`src/rtl/cmd_gen_pkg.sv`:
```
// Shared types and elaboration helpers for the multi-channel command generator.
package cmd_gen_pkg;

    typedef enum logic {
        MODE_LFSR = 1'b0,
        MODE_CNT  = 1'b1
    } gen_mode_e;

    function automatic int unsigned clog2(input int unsigned value);
        int unsigned r;
        r = 0;
        while ((32'd1 << r) < value) begin
            r = r + 1;
        end
        return r;
    endfunction

    // Tap mask for a left-shifting Fibonacci LFSR; bit k-1 set for each x^k term.
    function automatic logic [31:0] lfsr_taps(input int unsigned width);
        case (width)
            8:       return 32'h0000_00B8;
            16:      return 32'h0000_B400;
            32:      return 32'h8020_0003;
            default: return 32'h0000_0000;
        endcase
    endfunction

    function automatic logic [31:0] lfsr_seed(input logic [31:0] base,
                                              input int unsigned ch,
                                              input int unsigned width);
        logic [31:0] mask;
        logic [31:0] s;
        mask = (width >= 32) ? 32'hFFFF_FFFF : ((32'd1 << width) - 32'd1);
        s    = (base ^ ch) & mask;
        return (s == 32'd0) ? 32'd1 : s;
    endfunction

endpackage

```
`src/rtl/cmd_chan_fifo.sv`:
```
// Single-clock channel FIFO with show-ahead read data and a registered full flag.
module cmd_chan_fifo
    import cmd_gen_pkg::*;
#(
    parameter int unsigned DATA_W     = 16,
    parameter int unsigned FIFO_DEPTH = 8
) (
    input  logic              clk,
    input  logic              rst,
    input  logic              push,
    input  logic [DATA_W-1:0] din,
    input  logic              pop,
    output logic [DATA_W-1:0] dout,
    output logic              full,
    output logic              empty
);

    localparam int unsigned AW = clog2(FIFO_DEPTH);

    if (FIFO_DEPTH < 2 || (FIFO_DEPTH & (FIFO_DEPTH - 1)) != 0) begin : g_bad_depth
        $error("cmd_chan_fifo: FIFO_DEPTH must be a power of 2 and at least 2");
    end

    logic [DATA_W-1:0] mem [FIFO_DEPTH];
    logic [AW:0]       wptr;
    logic [AW:0]       rptr;
    logic [AW:0]       wptr_nxt;
    logic [AW:0]       rptr_nxt;
    logic              wr_en;
    logic              rd_en;

    // Writes see the registered full flag, so a same-cycle pop cannot make room.
    assign wr_en    = push & ~full;
    assign rd_en    = pop & ~empty;
    assign wptr_nxt = wptr + {{AW{1'b0}}, wr_en};
    assign rptr_nxt = rptr + {{AW{1'b0}}, rd_en};

    assign empty = (wptr == rptr);
    assign dout  = mem[rptr[AW-1:0]];

    always_ff @(posedge clk or negedge rst) begin
        if (!rst) begin
            wptr <= '0;
            rptr <= '0;
            full <= 1'b0;
        end else begin
            wptr <= wptr_nxt;
            rptr <= rptr_nxt;
            full <= (wptr_nxt[AW] != rptr_nxt[AW]) &&
                    (wptr_nxt[AW-1:0] == rptr_nxt[AW-1:0]);
        end
    end

    always_ff @(posedge clk) begin
        if (wr_en) begin
            mem[wptr[AW-1:0]] <= din;
        end
    end

endmodule

```
`src/rtl/cmd_gen_mux.sv`:
```
// Multi-channel command generator: per-channel LFSR/counter sources feeding
// channel FIFOs, merged round-robin into one valid/ready output stream.
module cmd_gen_mux
    import cmd_gen_pkg::*;
#(
    parameter int unsigned NUM_CH     = 4,
    parameter int unsigned DATA_W     = 16,
    parameter int unsigned FIFO_DEPTH = 8,
    parameter logic [31:0] SEED_BASE  = 32'h0000_ACE1,
    localparam int unsigned CH_W      = (clog2(NUM_CH) > 1) ? clog2(NUM_CH) : 1
) (
    input  logic              clk,
    input  logic              rst,
    input  logic [NUM_CH-1:0] gen_cmd,
    input  logic [NUM_CH-1:0] mode,
    input  logic              rd_cmd,
    output logic              cmd_valid,
    output logic [DATA_W-1:0] cmd_data,
    output logic [CH_W-1:0]   cmd_ch,
    output logic [NUM_CH-1:0] fifo_full,
    output logic [NUM_CH-1:0] ovf,
    input  logic [NUM_CH-1:0] clr_ovf
);

    localparam int unsigned       CW1       = CH_W + 1;
    localparam logic [31:0]       TAPS_FULL = lfsr_taps(DATA_W);
    localparam logic [DATA_W-1:0] TAPS      = TAPS_FULL[DATA_W-1:0];

    if (!(DATA_W == 8 || DATA_W == 16 || DATA_W == 32)) begin : g_bad_data_w
        $error("cmd_gen_mux: DATA_W must be 8, 16 or 32");
    end

    if (NUM_CH < 1 || NUM_CH > 8) begin : g_bad_num_ch
        $error("cmd_gen_mux: NUM_CH must be in 1..8");
    end

    logic [DATA_W-1:0] fifo_dout [NUM_CH];
    logic [NUM_CH-1:0] fifo_empty;
    logic [NUM_CH-1:0] pop_vec;
    logic [CH_W-1:0]   last_grant;
    logic [CH_W-1:0]   grant_idx;
    logic              grant_found;
    logic              load;
    logic [CW1-1:0]    cand;

    for (genvar i = 0; i < NUM_CH; i++) begin : g_ch
        localparam logic [31:0]       SEED_FULL = lfsr_seed(SEED_BASE, i, DATA_W);
        localparam logic [DATA_W-1:0] SEED      = SEED_FULL[DATA_W-1:0];

        logic [DATA_W-1:0] lfsr_q;
        logic [DATA_W-1:0] cnt_q;
        logic [DATA_W-1:0] word;
        logic              accept;
        logic              drop;
        logic              ovf_q;
        gen_mode_e         sel;

        assign sel    = gen_mode_e'(mode[i]);
        assign accept = gen_cmd[i] & ~fifo_full[i];
        assign drop   = gen_cmd[i] &  fifo_full[i];
        assign word   = (sel == MODE_CNT) ? cnt_q : lfsr_q;

        // Only the register whose value was emitted advances.
        always_ff @(posedge clk or negedge rst) begin
            if (!rst) begin
                lfsr_q <= SEED;
                cnt_q  <= '0;
            end else if (accept) begin
                if (sel == MODE_CNT) begin
                    cnt_q <= cnt_q + DATA_W'(1);
                end else begin
                    lfsr_q <= {lfsr_q[DATA_W-2:0], ^(lfsr_q & TAPS)};
                end
            end
        end

        always_ff @(posedge clk or negedge rst) begin
            if (!rst) begin
                ovf_q <= 1'b0;
            end else if (drop) begin
                ovf_q <= 1'b1;
            end else if (clr_ovf[i]) begin
                ovf_q <= 1'b0;
            end
        end

        assign ovf[i] = ovf_q;

        cmd_chan_fifo #(
            .DATA_W     (DATA_W),
            .FIFO_DEPTH (FIFO_DEPTH)
        ) u_fifo (
            .clk   (clk),
            .rst   (rst),
            .push  (gen_cmd[i]),
            .din   (word),
            .pop   (pop_vec[i]),
            .dout  (fifo_dout[i]),
            .full  (fifo_full[i]),
            .empty (fifo_empty[i])
        );
    end

    assign load = ~cmd_valid | rd_cmd;

    // Round-robin search starting one past the last granted channel.
    always_comb begin
        grant_found = 1'b0;
        grant_idx   = '0;
        cand        = '0;
        for (int unsigned k = 1; k <= NUM_CH; k++) begin
            cand = {1'b0, last_grant} + CW1'(k);
            if (cand >= CW1'(NUM_CH)) begin
                cand = cand - CW1'(NUM_CH);
            end
            if (!grant_found && !fifo_empty[cand[CH_W-1:0]]) begin
                grant_found = 1'b1;
                grant_idx   = cand[CH_W-1:0];
            end
        end
    end

    always_comb begin
        pop_vec = '0;
        if (load && grant_found) begin
            pop_vec = NUM_CH'(1) << grant_idx;
        end
    end

    always_ff @(posedge clk or negedge rst) begin
        if (!rst) begin
            cmd_valid  <= 1'b0;
            cmd_data   <= '0;
            cmd_ch     <= '0;
            last_grant <= CH_W'(NUM_CH - 1);
        end else if (load) begin
            cmd_valid <= grant_found;
            if (grant_found) begin
                cmd_data   <= fifo_dout[grant_idx];
                cmd_ch     <= grant_idx;
                last_grant <= grant_idx;
            end
        end
    end

endmodule

```
`config.mk`:
```
export PLATFORM = sky130hd
export DESIGN_NAME = cmd_gen_mux
export DESIGN_NICKNAME = d
export VERILOG_FILES = /design/src/rtl/cmd_gen_pkg.sv /design/src/rtl/cmd_chan_fifo.sv /design/src/rtl/cmd_gen_mux.sv
export SDC_FILE = /design/constraint.sdc
export NUM_CORES = 1
export LEC_CHECK = 0
export CORE_MARGIN = 10
export CORE_UTILIZATION = 25
export CTS_CLUSTER_DIAMETER = 200
export CTS_CLUSTER_SIZE = 20
export DETAILED_ROUTE_END_ITERATION = 8
export DONT_BUFFER_PORTS = 1
export GPL_TIMING_DRIVEN = 1
export SLEW_MARGIN = 10
export SYNTH_ARGS = -nofsm -noshare
export SYNTH_HDL_FRONTEND = slang
export SYNTH_SLANG_ARGS = --single-unit
```
`constraint.sdc`:
```
create_clock -name clk -period 7.3 [get_ports clk]
set_clock_uncertainty 0.1 [all_clocks]
set_input_delay 1.46 -clock clk [delete_from_list [all_inputs] [get_ports clk]]
set_output_delay 1.46 -clock clk [all_outputs]
set_load 0.01 [all_outputs]
```
==> summary.txt, run 1 <==
Synth
  – Number of synthesized register bits: between 700 and 800
  – Synth Instances: around 1600
  – Post-synth ARST share: roughly 27%
  – Most instantiated cells after synthesis: edfxtp_1 (512), dfrtp_1 (155), mux2_2 (128), mux4_2 (128), xnor2_1 (74)
  – Post-Syn Nets: 1618
  – Sequential share of the synthesized area: a little over two thirds
  – Post-synth cell types: 48
  – Top cell type's share of synthesized area: a little over half
  – Mean Syn Cell Area: approximately 18 sq um
  – Post-Syn Area: between 20000 and 30000 sq um
  – Ys Warns: 0
  – Synth Flop Type: edfxtp_1
  – Top-count cell post-synth: edfxtp_1
  – Area leader, netlist: edfxtp_1
  – Ranking of synthesized cells by area: edfxtp_1 (54%), dfrtp_1 (14%), mux4_2 (10%), mux2_2 (5.0%), dfstp_2 (3.1%)
  – EDFF count, synth: just over 500

Finish
  – Filler cell count: around 11000
  – Layout Area Growth over Synthesis: 10.71%
  – Design Area, Final: around 32000 sq um
  – Fraction of layout cells with a size suffix above 1: 24.63%
  – Fin nets: ~1600

Clock network
  – Clock latency on the worst-skew pair: 0.59 ns
  – PostCTS Resize Cnt: 0
  – CTS tree: done
  – Clk buf depth: 3
  – Post-CTS setup buffers: 0
  – Clk slew on worst S/H paths: roughly 0.09 ns
  – CTS buffer count: 41
  – CTS sink cnt: ~700
  – Cts hold-fix bufs: 0
  – CTS Root Cell: clkbuf_16
  – Htree depth: 2

Route
  – Starting DRC count in detailed routing: between 1000 and 1500
  – Via density: 4.361
  – Drt wl/cell: around 19 um
  – Remaining DRCs: 0
  – Detailed-route via count: approximately 14000
  – Antenna violation net count after detailed routing: 0
  – Router iterations before antenna repair: 7
  – Drt total wl: between 60000 and 70000 um

Hold path
  – Hold EP: g_ch[1].cnt_q[15]
  – Hold Startpoint: g_ch[1].cnt_q[15]
  – Worst Hold Depth: 1
  – HP Class: register to register

Setup path
  – Critical path class: register to register
  – Reg2reg start: g_ch[1].u_fifo.rptr[0]
  – CP Capture Type: register
  – Reg2reg end: cmd_data[15]
  – Reg2Reg Depth: 9
  – R2R Setup Slk: approximately 3.5 ns
  – CP required: between 7 and 8 ns
  – Crit Path Max Fanout: 48
  – CP arrival: ~4.2 ns
  – Startpoint Class: register

Timing
  – Worst Max-Slew Pin Slew: ~1.1 ns
  – Slew Viols, Final: 0
  – Crit path time final: 3.771 ns
  – Fmax: approximately 270 MHz
  – Relative max-transition margin: 29.06%
  – Final setup viols: 0
  – WHS: slightly below 0.4 ns
  – Period utilization: roughly half
  – Setup_tns: 0 ns
  – Final Hold Viols: 0
  – RSZ-0062 raised after global routing: no

Die
  – I/O pins: 42
  – FP Rows: between 100 and 150
  – Total core area: ~110000 sq um
  – Die area: 128900 sq um
  – Die height: approximately 360 um
  – Starting density of the core: between 20% and 30%
  – Die width: roughly 360 um

Global route
  – Vias in the first global route: 14530
  – Global Route Usage Sum: a little under a tenth
  – First-pass GRT wire length: 92680 um
  – Initial antenna violation count: 4
  – Pin count of the biggest net entering global routing: 190
  – Total global routing overflow: 0

Place
  – GPL Wtd Cong: around 0.75
  – Post-DP Area: 30570 sq um
  – Number of port buffers: 0
  – Post-DP HPWL: 38770 um

Job
  – Max-Cap Viols: 0

Run status
  – Status: finished, final reports clean

Power and ir drop
  – Maximum vdd drop: 261.0 uV
  – Leakage: roughly 11 nW
  – P per Cell Area: around 400 nW/um^2
## registers in the layout, indices dropped and copies added (netlist names), 2 cells and up
register,cells
cmd_ch,2
cmd_data,16
g_ch.cnt_q,64
g_ch.lfsr_q,64
g_ch.ovf_q,4
g_ch.u_fifo.full,4
g_ch.u_fifo.mem,512
g_ch.u_fifo.rptr,16
g_ch.u_fifo.wptr,16
last_grant,2
## cells by family (layout without fill, tap and decap cells)
kind of cell | after synthesis | in the layout | synth area share [%]
simple gates | 239 | 239 | 4.217
fa+ha+maj | 18 | 18 | 0.7841
flops | 701 | 701 | 70.14
mux | 320 | 320 | 17.28
xor+xnor | 121 | 121 | 3.838
compound gates | 93 | 93 | 2.182
buf+inv | 93 | 116 | 1.555
other cells | 0 | 2 | 0
## cell type report
cell class / count / area (sq um) / area share [%]
Clock buffer: 74 / 1192 / 3.750
Antenna cell: 2 / 5.005 / 0.01574
Sequential cell: 701 / 20150 / 63.37
Inverter: 6 / 22.52 / 0.07082
Timing Repair Buffer: 34 / 255.2 / 0.8027
Clock inverter: 2 / 28.78 / 0.09050
Multi-Input combinational cell: 791 / 8252 / 25.95
Tap cell: 1512 / 1892 / 5.949
## placed cells by master (no fill, tap or decap), drive strengths merged, types with 21 or more instances in the layout
master,synthesis,final
o21ai,21,21
nor2b,26,26
dfstp,34,34
nand3,27,27
clkbuf,41,74
mux2,128,128
nor2,55,55
xor2,44,44
mux2i,64,64
edfxtp,512,512
xnor2,74,74
buf,46,34
nand2,63,63
dfrtp,155,155
a21oi,23,23
mux4,128,128
## worst max-delay path by stage
stage | from | endpoint | slack [ns]
floorplan | gen_cmd[1] | g_ch[1].u_fifo.mem[0][0] | 3.75
global placement | gen_cmd[2] | g_ch[2].cnt_q[11] | 3.39
detailed placement | gen_cmd[2] | g_ch[2].u_fifo.mem[2][5] | 3.29
CTS | g_ch[1].u_fifo.rptr[0] | cmd_data[15] | 3.46
global route | g_ch[1].u_fifo.rptr[0] | cmd_data[15] | 3.24
finish | g_ch[1].u_fifo.rptr[0] | cmd_data[15] | 3.53
## critical path, cell delays in order (launching register included)
cell      delay, ns
dfrtp_2        0.34
buf_4          0.54
xor2_1         0.25
o41ai_1        0.48
o211ai_1       0.32
a21oi_4        0.18
buf_4          0.62
mux2i_1        0.50
a22oi_1        0.19
o21ai_1        0.14
## power breakdown
part	internal (W)	switching, W	leakage [nW]	total, W
clock network	0.00112	0.00128	0.581	0.00240
registers	0.00547	0.000540	7.06	0.00601
logic	0.00188	0.00258	3.19	0.00446
## layer usage
layer	track usage, %	up-vias	wire length (um)
li1	-	6099	-
met1	12.48	7142	27510
met2	14.70	298	28160
met3	2.036	74	3301
met4	2.172	2	1251
met5	0	-	12
## metrics by stage
step | worst slack [ns] | util [%] | power (W) | instances
2_1_floorplan | 3.748 | - | 0.009141 | 1585
3_3_place_gp | 3.390 | 26.77 | 0.01051 | 3044
3_5_place_dp | 3.292 | 26.77 | 0.01065 | 3044
4_1_cts | 3.463 | 27.84 | 0.01306 | 3120
5_1_grt | 3.243 | 27.85 | 0.01359 | 3121
6_report | 3.529 | 27.85 | 0.01288 | 3122
No activity file was read; power rests on OpenSTA's default activity.
==> run 2, diff against run 1 <==
==> constraint.sdc (replaced) <==
create_clock -name clk -period 3.3 [get_ports clk]
set_clock_uncertainty 0.1 [all_clocks]
set_input_delay 0.66 -clock clk [delete_from_list [all_inputs] [get_ports clk]]
set_output_delay 0.66 -clock clk [all_outputs]
set_load 0.01 [all_outputs]
==> run 2 against run 1 <==
  * The run now ends with negative hold slack left
  * Non-clock buffer count increased by 52
  * Sequential share of layout area decreased by 0.75 points
  * Fmax increased by 23%
  * Utilization increased by 0.33 points
  * Combinational power increased by 130%
  * Clock-buffer cell count unchanged
  * Critical path depth increased by 2
  * Wire length increased by 1.7%
  * Largest cell class unchanged
  * Largest power group unchanged
  * Highest routed layer is now met4
==> summary.txt, run 2 (synthesis gave the netlist of run 1 again) <==
Die
  – I/O pins: 42 (unchanged)
  – Starting density of the core: 25.15% (unchanged)
  – Die height: 359.0 um (unchanged)
  – Die area: 128900 sq um (unchanged)
  – Die width: 359.0 um (unchanged)
  – FP Rows: 124 (unchanged)
  – Total core area: 114200 sq um (unchanged)

Global route
  – Total global routing overflow: 0 (unchanged)
  – Pin count of the biggest net entering global routing: 190 (unchanged)
  – Initial antenna violation count: 1 (-3)
  – Global Route Usage Sum: 9.225% (+0.066 points)
  – Vias in the first global route: 14620 (+0.68%)
  – First-pass GRT wire length: 93150 um (+0.51%)

Finish
  – Filler cell count: 11330 (-0.62%)
  – Fraction of layout cells with a size suffix above 1: 26.63% (+2.0 points)
  – Largest register FFs: 512 (unchanged)
  – Most common cell after layout, fill and taps aside: edfxtp_1
  – Layout Area Growth over Synthesis: 12.04%
  – Fin nets: 1660 (+3.2%)
  – Final non-filler cell total: 3173 (+1.6%)
  – Seq. cell area: 20150 sq um (unchanged)
  – Area of the multi-input gates: 8195 sq um (-0.68%)
  – Most frequent cells in the layout: edfxtp_1 (512), dfrtp_1 (151), mux2_2 (128), mux4_2 (128), buf_4 (82)

Setup path
  – Startpoint Class: register
  – CP arrival: 3.48 ns (-0.71 ns)
  – Critical path class: register to register
  – Crit Path Max Fanout: 4 (-92%)
  – Reg2reg start: g_ch[3].u_fifo.wptr[3]
  – Crit path from: g_ch[3].u_fifo.wptr[3]
  – Reg2reg end: g_ch[0].u_fifo.full
  – Reg2Reg Depth: 11 (+2)
  – CP Capture Type: register
  – CP required: 3.73 ns (-3.98 ns)
  – R2R Setup Slk: 0.25 ns (-3.28 ns)
  – Crit path to: g_ch[0].u_fifo.full

Clock network
  – CTS tree: done
  – CTS Root Cell: clkbuf_16
  – CTS buffer count: 41 (unchanged)
  – CTS sink cnt: 701 (unchanged)
  – Clock latency on the worst-skew pair: 0.59 ns (about the same)
  – Clk buf depth: 3 (unchanged)
  – Clk slew on worst S/H paths: 0.10 ns (about the same)
  – Htree depth: 2 (unchanged)

Route
  – Router iterations before antenna repair: 5 (-2)
  – Drt total wl: 61240 um (+1.7%)
  – Antenna violation net count after detailed routing: 0 (unchanged)
  – Drt wl/cell: 19.30 um (about the same)
  – Via density: 4.402 (+0.94%)
  – Detailed-route via count: 13970 (+2.6%)
  – Remaining DRCs: 0 (unchanged)
  – Starting DRC count in detailed routing: 1004 (-14%)

Timing
  – Worst Max-Slew Pin Slew: 0.7292 ns (-0.3337 ns)
  – WHS: -0.3282 ns (-0.7192 ns)
  – Final setup viols: 0 (unchanged)
  – RSZ-0062 raised after global routing: no
  – Slew Viols, Final: 0 (unchanged)
  – Period utilization: 92.53% (+41 points)
  – Setup_tns: 0 ns (unchanged)
  – Crit path time final: 3.053 ns (-0.7173 ns)
  – Final Hold Viols: 155 (+155)
  – Relative max-transition margin: 51.39% (+22 points)
  – Fmax: 327.5 MHz (+23%)

Hold path
  – HP Class: primary input to asynchronous set/reset pin

Run status
  – Status: complete, but fails checks
  – Failing checks: negative hold slack

Power and ir drop
  – Leakage: 11.10 nW (+2.5%)
  – Maximum vdd drop: 538.8 uV (+110%)
  – P per Cell Area: 895.2 nW/um^2 (+120%)

Job
  – Max-Cap Viols: 0 (unchanged)

Place
  – Number of port buffers: 0 (unchanged)
  – Post-DP HPWL: 40280 um (+3.9%)
  – Placed cell count: 3096 (+1.7%)
  – GPL Wtd Cong: 0.7533 (+0.51%)
run 2: changes by cell type in the layout (fill, tap and decap cells not counted):
| cell | delta |
|---|---|
| buf_12 | +4 |
| buf_4 | +48 |
| diode_2 | -1 |
| nor2_1 | +8 |
| nor2_2 | -8 |
| nor3_2 | +8 |
| nor3_4 | -8 |
| nor4_1 | -1 |
| nor4_2 | +1 |
| o41ai_1 | -1 |
| o41ai_2 | +1 |
run 2: where the power goes:
| group | switching [W] | leakage, nW | internal (W) |
|---|---|---|---|
| sequential | 0.00118 | 7.06 | 0.0121 |
| combinational | 0.00569 | 3.46 | 0.00455 |
| clock | 0.00281 | 0.581 | 0.00248 |
run 2: worst min path at each step:
stage	slack, ns	start	cells after the start	to
after global placement	0.29	rst	0	g_ch[1].ovf_q
after global routing	-0.39	rst	0	g_ch[1].ovf_q
after detailed placement	0.27	rst	0	g_ch[1].ovf_q
final	-0.33	rst	0	g_ch[1].ovf_q
after CTS	-0.38	rst	0	g_ch[1].ovf_q
after floorplan	0.26	rst	0	cmd_ch[0]
run 2: repair_timing:
item / 4_1_cts / 5_1_grt
endpoints found under the setup margin: 0 / 2
endpoints found under the hold margin: 170 / 162
resized for setup: 0 / 2
setup buffers: 0 / 0
run 2: critical path, cell delays in order (launching register included):
cell and delay [ns]:
dfrtp_1 0.41, xor2_1 0.21, o41ai_2 0.49, a21boi_1 0.21
a22o_1 0.27, nand2_1 0.11, nor3_1 0.22, ha_1 0.22
nand3_1 0.10, xnor2_1 0.28, xor2_1 0.18, and4_1 0.20
run 2: routing by layer:
layer / wire [um] / global-route usage (%)
met5: 0 / 0
met4: 991 / 1.873
met3: 3275 / 2.071
met2: 29140 / 15.12
met1: 27830 / 12.42
run 2: through the flow:
| step | util, % | hold slack [ns] | power (W) | area [sq um] | setup slack (ns) |
|---|---|---|---|---|---|
| final | 28.18 | -0.3282 | 0.02881 | 32180 | 0.2466 |
| after global routing | 28.18 | -0.3864 | 0.03041 | 32180 | 0.01757 |
| after CTS | 28.17 | -0.3814 | 0.02919 | 32160 | 0.1347 |
| after detailed placement | 27.10 | 0.2729 | 0.02385 | 30940 | 0.1974 |
| after global placement | 27.10 | 0.2938 | 0.02353 | 30940 | 0.1413 |
| after floorplan | - | 0.2644 | 0.02022 | 28720 | 0.1656 |
run 2: layout make-up:
class	instances	share of cell area [%]
Sequential cell	701	62.62
Multi-Input combinational cell	791	25.47
Tap cell	1512	5.879
Clock buffer	74	3.705
Timing Repair Buffer	86	2.162
Clock inverter	2	0.08942
Inverter	6	0.06998
Antenna cell	1	0.007776
==> run 3, diff against run 2 <==
--- a/config.mk
+++ b/config.mk
@@ -5,6 +5,7 @@
 export SDC_FILE = /design/constraint.sdc
 export NUM_CORES = 1
 export LEC_CHECK = 0
+export ABC_AREA = 1
 export CORE_MARGIN = 10
 export CORE_UTILIZATION = 25
 export CTS_CLUSTER_DIAMETER = 200
==> run 3 against run 2 <==
  * Critical path type unchanged
  * Synthesized area rose by 1.9%
  * Non-clock buffer count increased by 3
  * Worst setup slack gained 0.049 ns
  * Utilization is 0.14 points lower
  * Largest power group unchanged
  * Sequential cell count is the same
  * The run still ends with negative hold slack left
  * Sequential power decreased by 3%
==> summary.txt, run 3 <==
Setup path
  – Reg2reg start: g_ch[1].u_fifo.wptr[1]
  – Reg2Reg Depth: 20 (+9)
  – Reg2reg end: g_ch[3].u_fifo.full
  – Startpoint Class: register
  – R2R Setup Slk: 0.30 ns (+0.05 ns)
  – Critical path class: register to register
  – Crit Path Max Fanout: 6 (+2)
  – CP required: 3.71 ns (-0.02 ns)
  – CP Capture Type: register
  – CP arrival: 3.41 ns (-0.07 ns)

Clock network
  – Clock latency on the worst-skew pair: 0.60 ns (about the same)
  – CTS tree: done
  – Clk buf depth: 3 (unchanged)
  – CTS sink cnt: 701 (unchanged)
  – Htree depth: 2 (unchanged)
  – CTS Root Cell: clkbuf_16
  – CTS buffer count: 41 (unchanged)
  – Clk slew on worst S/H paths: 0.09 ns (about the same)

Die
  – Starting density of the core: 25.18% (about the same)
  – Die height: 362.1 um (+0.88%)
  – Die area: 131100 sq um (+1.8%)
  – Die width: 362.1 um (+0.88%)
  – FP Rows: 125 (+0.81%)
  – Total core area: 116200 sq um (+1.8%)
  – I/O pins: 42 (unchanged)

Timing
  – Worst Max-Slew Pin Slew: 1.103 ns (+0.3742 ns)
  – RSZ-0062 raised after global routing: no
  – Setup_tns: 0 ns (unchanged)
  – Final Hold Viols: 157 (+1.3%)
  – Slew Viols, Final: 0 (unchanged)
  – WHS: -0.3167 ns (+0.01143 ns)
  – Final setup viols: 0 (unchanged)
  – Fmax: 332.8 MHz (+1.6%)
  – Crit path time final: 3.004 ns (-0.04889 ns)
  – Period utilization: 91.04% (-1.5 points)
  – Relative max-transition margin: 25.66% (-26 points)
  – Final setup margin: 0.2955 ns (+0.04889 ns)

Route
  – Starting DRC count in detailed routing: 1501 (+50%)
  – Remaining DRCs: 0 (unchanged)
  – Antenna violation net count after detailed routing: 0 (unchanged)
  – Detailed-route via count: 18360 (+31%)
  – Via density: 4.483 (+1.8%)
  – Drt total wl: 68310 um (+12%)
  – Drt wl/cell: 16.68 um (-14%)
  – Router iterations before antenna repair: 7 (+2)

Global route
  – Pin count of the biggest net entering global routing: 190 (unchanged)
  – Global Route Usage Sum: 10.08% (+0.85 points)
  – Total global routing overflow: 0 (unchanged)
  – Vias in the first global route: 17580 (+20%)
  – First-pass GRT wire length: 105300 um (+13%)
  – Initial antenna violation count: 0 (-1)

Finish
  – Design Area, Final: 32580 sq um (+1.2%)
  – Largest register FFs: 512 (unchanged)
  – Seq. cell area: 20160 sq um (about the same)
  – Most common cell after layout, fill and taps aside: edfxtp_1
  – Fin nets: 2572 (+55%)
  – Layout Area Growth over Synthesis: 11.35%
  – # diodes: 0 (-1)
  – Area of the multi-input gates: 7945 sq um (-3.1%)
  – Most frequent cells in the layout: edfxtp_1 (512), o21ai_0 (454), nand2_1 (354), nor2_1 (338), dfrtp_1 (147)
  – Fraction of layout cells with a size suffix above 1: 8.787% (-18 points)
  – Filler cell count: 11920 (+5.2%)

Synth
  – Number of synthesized register bits: 701 (unchanged)
  – Area leader, netlist: edfxtp_1
  – Synth Instances: 2550 (+61%)
  – EDFF count, synth: 512 (unchanged)
  – Post-synth cell types: 48 (unchanged)
  – Sequential share of the synthesized area: 68.86% (-1.3 points)
  – Post-Syn Area: 29260 sq um (+1.9%)
  – Post-Syn Nets: 2583 (+60%)
  – Ranking of synthesized cells by area: edfxtp_1 (53%), dfrtp_1 (13%), o21ai_0 (7.8%), nand2_1 (4.6%), nor2_1 (4.4%)
  – Most instantiated cells after synthesis: edfxtp_1 (512), o21ai_0 (454), nand2_1 (355), nor2_1 (340), dfrtp_1 (155)
  – Ys Warns: 0 (unchanged)
  – Synth Flop Type: edfxtp_1
  – Post-synth ARST share: 26.96% (unchanged)
  – Mean Syn Cell Area: 11.47 sq um (-37%)
  – Top cell type's share of synthesized area: 52.55% (-0.98 points)
  – Top-count cell post-synth: edfxtp_1

Run status
  – Failing checks: negative hold slack
  – Status: complete, but fails checks

Power and ir drop
  – Internal cell power: 0.01772 W (-7.3%)
  – Maximum vdd drop: 521.4 uV (-3.2%)
  – Sw Ratio: 40.02% (+6.4 points)
  – Sw power: 0.01182 W (+22%)
  – Clock power frac: 18.1% (-0.3 points)
  – P per Cell Area: 906.6 nW/um^2 (+1.3%)
  – Sequential fraction of design power: 43.8% (-2.3 points)
  – Power share of the combinational group: 38.1% (+2.6 points)
  – Leakage: 11.64 nW (+4.8%)

Place
  – Number of port buffers: 0 (unchanged)
  – Post-DP HPWL: 42650 um (+5.9%)
  – Post-DP Area: 31310 sq um (+1.2%)
  – GPL Wtd Cong: 0.7686 (+2.0%)
  – Pre-CTS setup slack: 0.2037 ns (+0.006322 ns)

Job
  – Max-Cap Viols: 0 (unchanged)

Hold path
  – HP Class: primary input to asynchronous set/reset pin
==> run 3: cell types whose count changed in the layout (fill, tap and decap cells not counted), moves of 19 or more <==
| cell | previous run | this run |
|---|---|---|
| nand2_1 | 63 | 354 |
| a31oi_1 | 0 | 19 |
| nand3_1 | 27 | 78 |
| o221ai_1 | 0 | 64 |
| o22ai_1 | 1 | 64 |
| mux4_2 | 128 | 0 |
| xnor2_1 | 74 | 39 |
| nor2b_1 | 26 | 0 |
| nor2_1 | 55 | 338 |
| inv_1 | 6 | 139 |
| o21ai_0 | 4 | 454 |
| mux2_2 | 128 | 3 |
| mux2i_1 | 64 | 0 |
==> run 3: how the worst max path moves through the flow <==
stage / from / to / slack, ns
finish: g_ch[1].u_fifo.wptr[1] / g_ch[3].u_fifo.full / 0.30
global route: g_ch[0].u_fifo.wptr[2] / g_ch[2].u_fifo.full / 0.005
CTS: g_ch[1].u_fifo.wptr[2] / g_ch[0].u_fifo.full / 0.16
detailed placement: g_ch[1].u_fifo.wptr[2] / g_ch[0].u_fifo.full / 0.20
global placement: g_ch[1].u_fifo.wptr[2] / g_ch[0].u_fifo.full / 0.31
floorplan: last_grant[0] / g_ch[0].u_fifo.full / 0.28
==> run 3: area by class of cell <==
class | instances | area share (%)
Timing Repair Buffer | 89 | 2.320
Clock buffer | 73 | 3.614
Sequential cell | 701 | 61.87
Clock inverter | 3 | 0.1728
Inverter | 154 | 1.790
Multi-Input combinational cell | 1552 | 24.39
Tap cell | 1524 | 5.853
==> run 3: timing repair <==
| action | in CTS | in global routing |
|---|---|---|
| endpoints found under the setup margin | 0 | 4 |
| buffers inserted | 0 | 1 |
| hold endpoints to repair | 189 | 158 |
| resized for setup | 0 | 9 |
==> run 3: metrics by stage <==
stage,util [%],hold slack (ns),total power (W),std cells
finish,28.04,-0.3167,0.02954,4096
floorplan,-,0.2644,0.02037,2550
CTS,28.01,-0.3509,0.02984,4095
global route,28.04,-0.3600,0.03156,4096
detailed placement,26.95,0.3064,0.02449,4019
global placement,26.95,0.2862,0.02432,4019
==> run 3: worst max-delay path: stages, from the launching register on <==
cell     delay, ns
dfrtp_1       0.44
inv_1         0.09
nand2_1       0.06
nand2_1       0.06
nor2_2        0.16
nand3_1       0.15
nand3_1       0.16
o21ai_4       0.09
nor2_8        0.12
nand3_2       0.12
nand2_4       0.12
nor2_4        0.04
buf_4         0.15
nand3_2       0.07
inv_2         0.05
ha_1          0.31
xor2_1        0.16
a21oi_1       0.11
o21a_1        0.13
nand3_1       0.10
a21oi_2       0.10
==> run 3: cells by family (layout without fill, tap and decap cells) <==
group           after synthesis  count (layout)  share of synthesized area [%]
simple gates                824             824                          11.63
flops                       701             701                          68.86
compound gates              616             616                          11.80
buf+inv                     297             319                          4.075
xor+xnor                     91              91                          2.750
fa+ha+maj                    18              18                         0.7697
mux                           3               3                         0.1155
==> run 3: layer usage <==
metal / global-route usage [%] / up-vias / share of wire [%]
met2: 16.28 / 374 / 46
met4: 2.299 / 0 / 1.8
met1: 13.88 / 9017 / 46
met3: 1.917 / 68 / 6.1
li1: - / 8905 / -
met5: 0 / - / 0
==> run 3: power by group through the flow <==
stage	Combinational (W)	Clock [W]	Sequential [W]
detailed placement	0.0113	0	0.0132
CTS	0.0113	0.00553	0.0130
finish	0.0113	0.00535	0.0129
global route	0.0125	0.00583	0.0132
global placement	0.0112	0	0.0131
floorplan	0.00761	0	0.0128
